### config.mk
export PLATFORM = sky130hd
export DESIGN_NAME = uart_tx
export DESIGN_NICKNAME = d
export VERILOG_FILES = /design/src/rtl/uart_pkg.sv /design/src/rtl/uart_tx_fifo.sv /design/src/rtl/uart_tx.sv
export SDC_FILE = /design/constraint.sdc
export NUM_CORES = 1
export LEC_CHECK = 0
export CAP_MARGIN = 15
export CORE_MARGIN = 2
export CORE_UTILIZATION = 65
export DETAILED_ROUTE_END_ITERATION = 6
export GPL_TIMING_DRIVEN = 0
export PLACE_DENSITY = 0.87
export SLEW_MARGIN = 30
export SYNTH_ARGS = -nofsm -noshare
export SYNTH_HDL_FRONTEND = slang
export SYNTH_HIERARCHICAL = 1
export SYNTH_SLANG_ARGS = --single-unit
### constraint.sdc
create_clock -name clk -period 9.27 [get_ports clk]
set_input_delay 1.3905 -clock clk [delete_from_list [all_inputs] [get_ports clk]]
set_output_delay 1.3905 -clock clk [all_outputs]
set_load 0.005 [all_outputs]
### src/rtl/uart_pkg.sv
// -----------------------------------------------------------------------------
// uart_pkg
//   Shared types and helpers for the UART transmit path.
//   - tx_state_t      : transmitter FSM state encoding
//   - clks_per_bit()  : integer-truncated clocks per bit from clock and baud
//   - UART_IDLE_LEVEL : level of the serial line when no frame is in flight
// -----------------------------------------------------------------------------
package uart_pkg;

    typedef enum logic [2:0] {
        IDLE,
        START,
        DATA,
        PARITY,
        STOP
    } tx_state_t;

    localparam logic UART_IDLE_LEVEL = 1'b1;

    function automatic int clks_per_bit(input int clk_freq, input int baud);
        return clk_freq / baud;
    endfunction

endpackage

### src/rtl/uart_tx_fifo.sv
// -----------------------------------------------------------------------------
// uart_tx_fifo
//   Synchronous single-clock FIFO buffering bytes ahead of the serialiser.
//   The head entry is presented on rdata combinationally (no read latency).
//   Pointers wrap modulo DEPTH; the occupancy count tells full from empty.
//
// Ports
//   clk    in   system clock
//   rst    in   synchronous reset, active-high (clears pointers and level)
//   push   in   write wdata; ignored while full
//   wdata  in   byte to store
//   pop    in   discard the head entry; ignored while empty
//   rdata  out  head entry
//   full   out  no free slot
//   empty  out  no stored entry
//   level  out  number of stored entries, 0..DEPTH
// -----------------------------------------------------------------------------
module uart_tx_fifo #(
    parameter int DEPTH = 8,
    parameter int WIDTH = 8
) (
    input  logic                     clk,
    input  logic                     rst,
    input  logic                     push,
    input  logic [WIDTH-1:0]         wdata,
    input  logic                     pop,
    output logic [WIDTH-1:0]         rdata,
    output logic                     full,
    output logic                     empty,
    output logic [$clog2(DEPTH):0]   level
);

    localparam int AW = $clog2(DEPTH);
    localparam int LW = AW + 1;

    logic [WIDTH-1:0] mem_q [DEPTH];
    logic [AW-1:0]    wr_ptr_q, wr_ptr_d;
    logic [AW-1:0]    rd_ptr_q, rd_ptr_d;
    logic [LW-1:0]    level_q,  level_d;
    logic             push_ok;
    logic             pop_ok;

    assign full    = (level_q == LW'(DEPTH));
    assign empty   = (level_q == '0);
    assign level   = level_q;
    assign rdata   = mem_q[rd_ptr_q];
    assign push_ok = push && !full;
    assign pop_ok  = pop && !empty;

    // NOTE: every always_comb output gets a default first, so no path can
    // leave it unassigned and infer a latch.
    always_comb begin
        wr_ptr_d = wr_ptr_q;
        rd_ptr_d = rd_ptr_q;
        level_d  = level_q;
        if (push_ok) begin
            wr_ptr_d = wr_ptr_q + AW'(1);
        end
        if (pop_ok) begin
            rd_ptr_d = rd_ptr_q + AW'(1);
        end
        // Simultaneous push and pop leaves the occupancy unchanged.
        case ({push_ok, pop_ok})
            2'b10:   level_d = level_q + LW'(1);
            2'b01:   level_d = level_q - LW'(1);
            default: level_d = level_q;
        endcase
    end

    // NOTE: the storage array has no reset; only the pointers and level need
    // one, because an entry is never read before it has been written.
    always_ff @(posedge clk) begin
        if (push_ok) begin
            mem_q[wr_ptr_q] <= wdata;
        end
    end

    always_ff @(posedge clk) begin
        if (rst) begin
            wr_ptr_q <= '0;
            rd_ptr_q <= '0;
            level_q  <= '0;
        end else begin
            wr_ptr_q <= wr_ptr_d;
            rd_ptr_q <= rd_ptr_d;
            level_q  <= level_d;
        end
    end

endmodule

### src/rtl/uart_tx.sv
// -----------------------------------------------------------------------------
// uart_tx
//   UART transmitter, 8N1 by default. Bytes arrive over a valid/ready
//   handshake, are buffered in uart_tx_fifo and shifted out LSB-first on tx.
//   Frames are sent back to back when the FIFO holds more data at the end of
//   a stop bit.
//
//   Optional feature: define UART_TX_PARITY_EN to insert a parity bit after
//   the data bits (parameter PARITY_ODD: 0 = even, 1 = odd parity).
//
// Ports
//   clk       in   system clock
//   rst       in   synchronous reset, active-high; abandons any frame
//   tx_data   in   byte to transmit, captured at acceptance
//   tx_valid  in   tx_data is valid this cycle
//   tx_ready  out  FIFO can accept a byte (not full)
//   tx        out  serial line, registered, idles high
//   busy      out  frame in progress or FIFO not empty
//   level     out  current FIFO occupancy
// -----------------------------------------------------------------------------
module uart_tx
    import uart_pkg::*;
#(
    parameter int CLK_FREQ     = 50_000_000,
    parameter int BAUD         = 115200,
    parameter int CLKS_PER_BIT = clks_per_bit(CLK_FREQ, BAUD),
    parameter int FIFO_DEPTH   = 8,
    parameter int STOP_BITS    = 1
`ifdef UART_TX_PARITY_EN
    ,
    parameter int PARITY_ODD   = 0
`endif
) (
    input  logic                          clk,
    input  logic                          rst,
    input  logic [7:0]                    tx_data,
    input  logic                          tx_valid,
    output logic                          tx_ready,
    output logic                          tx,
    output logic                          busy,
    output logic [$clog2(FIFO_DEPTH):0]   level
);

    localparam int CW = $clog2(CLKS_PER_BIT);

    tx_state_t   state_q;
    logic [CW-1:0] baud_q;
    logic [2:0]  bit_q;
    logic [7:0]  shift_q;
    logic        tx_q;
`ifdef UART_TX_PARITY_EN
    logic        parity_q;
`endif

    logic [7:0]  fifo_rdata;
    logic        fifo_full;
    logic        fifo_empty;
    logic        baud_wrap;
    logic        last_stop;
    logic        load_frame;

    uart_tx_fifo #(
        .DEPTH (FIFO_DEPTH),
        .WIDTH (8)
    ) u_fifo (
        .clk   (clk),
        .rst   (rst),
        .push  (tx_valid),
        .wdata (tx_data),
        .pop   (load_frame),
        .rdata (fifo_rdata),
        .full  (fifo_full),
        .empty (fifo_empty),
        .level (level)
    );

    assign baud_wrap = (baud_q == CW'(CLKS_PER_BIT - 1));
    assign last_stop = (bit_q == 3'(STOP_BITS - 1));

    // A new frame starts from IDLE, or directly at the end of the final stop
    // bit so consecutive frames have no idle gap.
    assign load_frame = !fifo_empty &&
                        ((state_q == IDLE) ||
                         (state_q == STOP && baud_wrap && last_stop));

    assign tx_ready = !fifo_full;
    assign tx       = tx_q;
    assign busy     = (state_q != IDLE) || !fifo_empty;

    // NOTE: sequential state uses non-blocking assignments so every register
    // samples the pre-edge values regardless of statement order.
    always_ff @(posedge clk) begin
        if (rst) begin
            state_q  <= IDLE;
            baud_q   <= '0;
            bit_q    <= '0;
            shift_q  <= '0;
            tx_q     <= UART_IDLE_LEVEL;
`ifdef UART_TX_PARITY_EN
            parity_q <= 1'b0;
`endif
        end else if (load_frame) begin
            state_q  <= START;
            baud_q   <= '0;
            bit_q    <= '0;
            shift_q  <= fifo_rdata;
            tx_q     <= 1'b0;
`ifdef UART_TX_PARITY_EN
            parity_q <= (^fifo_rdata) ^ 1'(PARITY_ODD);
`endif
        end else begin
            // Bit boundaries fall only on the baud wrap edge.
            baud_q <= baud_wrap ? '0 : baud_q + CW'(1);
            case (state_q)
                IDLE: begin
                    baud_q <= '0;
                    tx_q   <= UART_IDLE_LEVEL;
                end
                START: begin
                    if (baud_wrap) begin
                        tx_q    <= shift_q[0];
                        bit_q   <= '0;
                        state_q <= DATA;
                    end
                end
                DATA: begin
                    if (baud_wrap) begin
                        if (bit_q == 3'd7) begin
                            bit_q   <= '0;
`ifdef UART_TX_PARITY_EN
                            tx_q    <= parity_q;
                            state_q <= PARITY;
`else
                            tx_q    <= UART_IDLE_LEVEL;
                            state_q <= STOP;
`endif
                        end else begin
                            // Next bit is shift_q[1]; shift so it becomes bit 0.
                            tx_q    <= shift_q[1];
                            shift_q <= {1'b0, shift_q[7:1]};
                            bit_q   <= bit_q + 3'd1;
                        end
                    end
                end
`ifdef UART_TX_PARITY_EN
                PARITY: begin
                    if (baud_wrap) begin
                        tx_q    <= UART_IDLE_LEVEL;
                        bit_q   <= '0;
                        state_q <= STOP;
                    end
                end
`endif
                STOP: begin
                    if (baud_wrap) begin
                        if (last_stop) begin
                            // FIFO empty here, otherwise load_frame took over.
                            state_q <= IDLE;
                            bit_q   <= '0;
                        end else begin
                            bit_q <= bit_q + 3'd1;
                        end
                    end
                end
                default: begin
                    state_q <= IDLE;
                    tx_q    <= UART_IDLE_LEVEL;
                end
            endcase
        end
    end

endmodule

==> summary.txt <==
status: finished, final reports clean
crit path cell chain: or4b_4, nor2_1, a31oi_1, buf_2, inv_2, o41a_1, ha_1, nand3b_1, a211o_1, a21oi_1, mux2_2
sequential share of power: 0.457
M2 GR Usage: 0.391
RR Endpoint: u_fifo/level[3]
DR vias/cell: 6.29
Max Slew Vio Count: 0
crit path from: baud_q[2]
Post-synth EDFFs: 64
TNS Setup: 0 ns
total iterations of the first detailed-routing run: 5
switch share: 0.337
startpoint types: flop
NumNets Final: 373
total global-route track usage: 0.244
Post-Syn Nets: 344
fmax: 267 MHz
fillers: 441
Post-Syn Instances: 323
crit path kind: reg -> reg
Die W: 86.4 um
Yosys warnings: 6
number of nets still failing antenna checks after routing: 0
crit path capture type: flop
final core occ: 0.735
Worst Setup Slack, final: 5.53 ns
Die Span Y: 86.4 um
cell internal pwr: 0.828 mW
Area contributors post-synth: edfxtp_1, dfxtp_1, mux4_1
Post-synth top cells: edfxtp_1, dfxtp_1, nor2_1
Clock Power Share: 0.221
Placer Congestion: 0.914
Initial Util: 0.660
post-synth top area share: 0.436
Worst Tran Pin Value: 0.959 ns
layout cell share with drive strength beyond 1: 0.160
maximum vdd ir drop: 0.155 mV
antenna violations before repair: 0
Reg2Reg Depth: 11
CTS Sinks: 101
mapped cell area: 4410 um^2
Worst-path clk slew: 0.11 ns
Placement Cell Area: 4710 um^2
dpl hpwl: 5.75 mm
post-synthesis register bit count: 101
switching pwr: 0.421 mW
Setup Buffers After CTS: 0
vias in the first global route: 2656
wire per inst: 19.3 um
max_cap viols: 0
CTS max path bufs: 2
Max transition margin: 0.357
drt drc: 0
Finished Cell Area: 4910 um^2
fin crit period: 3.74 ns
CTS resizes: 0
Cell Pwr Density: 254 nW/um^2
die area: 7460 um^2
IO Pins: 18
crit path to: u_fifo/level[3]
Area growth, synth to finish: 11.4%
final hold vios: 0
PnR Total Power: 1.25 mW
via count: 2749
WP data required: 9.53 ns
final worst path period share: 0.404
Critical Path AT: 4.01 ns
FP Rows: 30
met1 GRT Util: 0.325
later-pin clock latency in the skew report: 0.37 ns
Post-Route WL: 8.45 mm
async set-or-reset flop fraction in the synthesized netlist: 0
ANT cells: 0
r2r startpoint: baud_q[2]
Seq/Total Area, Yosys: 0.604
Gate power share: 0.322
Worst Skew: 0.0146 ns
CP max stage delay: 0.54 ns
RSZ-0062 raised after global routing: false
PortBufs: 17
Num CTS Buffers: 9
grt ovf: 0
H-tree levels: 3
hold crit path type: reg -> reg
Placeable Area: 6680 um^2
First DRT Iteration DRCs: 256
Worst R2R Setup Slack: 5.53 ns
final setup vio count: 0
Main synth FF type: edfxtp_1
Leak Pwr: 1.63 nW
most frequent cell after synthesis: edfxtp_1
CTS root buf: clkbuf_8
pin count of the biggest net entering global routing: 21
Netlist cell types: 52
area leader, netlist: edfxtp_1
GRT met3 Usage: 0.0505
worst slack, placed: 5.68 ns
Worst Path Max Fanout: 10
cts hold-fix bufs: 0
Worst path slowest cell: or4b_4
busiest grt layer: met2
first-pass GRT wire length: 13.4 mm
CTS tree: built
Post-Syn Area per Cell: 13.7 um^2
[power groups by stage]
stage                     logic, mW  clock network (mW)  registers [mW]
after detailed placement      0.394                   0           0.581
after global placement        0.377                   0           0.576
after floorplan               0.286                   0           0.571
final                         0.402               0.276           0.571
after CTS                     0.401               0.279           0.571
after global routing          0.434               0.299           0.577
[state kept, by name (all words and copies together), names as in the netlist, named ones only]
name,flops
u_fifo/mem_q,64
u_fifo/wr_ptr_q,3
tx,1
shift_q,8
u_fifo/rd_ptr_q,3
bit_q,3
baud_q,9
state_q,3
u_fifo/level,4
[routing by layer]
metal | up-vias | routed length (um)
met3 | 22 | 552
met5 | - | 0
met2 | 107 | 4160
li1 | 1273 | -
met1 | 1347 | 3460
met4 | 0 | 277
[worst min-delay path by stage]
stage                  to       start  cells past startpoint  slack (ns)
2_1_floorplan  shift_q[5]  shift_q[6]                      2        0.44
3_3_place_gp   shift_q[5]  shift_q[6]                      2        0.44
3_5_place_dp   shift_q[2]  shift_q[2]                      2        0.46
4_1_cts        shift_q[2]  shift_q[2]                      2        0.47
5_1_grt        shift_q[7]  shift_q[7]                      2        0.50
6_report       shift_q[2]  shift_q[2]                      2        0.47
[cells by family (layout without fill, tap and decap cells)]
kind of cell	count (synthesis)	in the layout	synth area share
AO/OA/AOI/OAI	43	43	0.0641
buffers and inverters	24	58	0.0298
AND/OR/NAND/NOR	103	103	0.126
multiplexers	27	27	0.116
flip-flops	101	101	0.604
adder cells (fa/ha/maj)	10	10	0.0284
XOR/XNOR	15	15	0.0315
[worst max-delay path: cells and delay by family (launching register included)]
kind | cells | cell delay (ns)
DFF | 1 | 0.38
buffers and inverters | 2 | 0.44
muxes | 1 | 0.36
adders and majority gates | 1 | 0.33
AOI/OAI and AO/OA | 4 | 1.07
and+or+nand+nor | 3 | 1.05
[through the flow]
step | hold slack [ns] | cells
2_1_floorplan | 0.437 | 323
3_3_place_gp | 0.444 | 420
3_5_place_dp | 0.457 | 421
4_1_cts | 0.472 | 437
5_1_grt | 0.499 | 437
6_report | 0.472 | 437
[layout by cell type (no fill, tap or decap), types with 3 or more instances in the layout]
master and count:
or3_1 3, clkbuf_8 9, dfxtp_1 37, nor2_1 35, nor3_2 4, clkdlybuf4s50_1 17
xnor2_1 7, nand2b_1 7, mux2_2 9, mux4_2 8, nor2b_1 3, buf_6 5
a211oi_1 3, ha_1 10, edfxtp_1 64, clkbuf_1 7, nand3_1 11, a21oi_1 19
mux4_1 8, buf_2 3, inv_6 4, inv_1 7, nor4_1 4, a22oi_1 5
nor3_1 3, xor2_1 7, nand2_1 16
[area by class of cell]
type	count	area, um^2	share of cell area
clock inverters	7	73.8	0.0150
multi-input cells	198	1640	0.334
well taps	80	100	0.0204
repair buffers	18	178	0.0362
flip-flops and latches	101	2660	0.542
clock buffers	9	124	0.0252
plain buffers	16	101	0.0206
inverters	8	30.0	0.00611
Power figures use the tool's default switching activity.
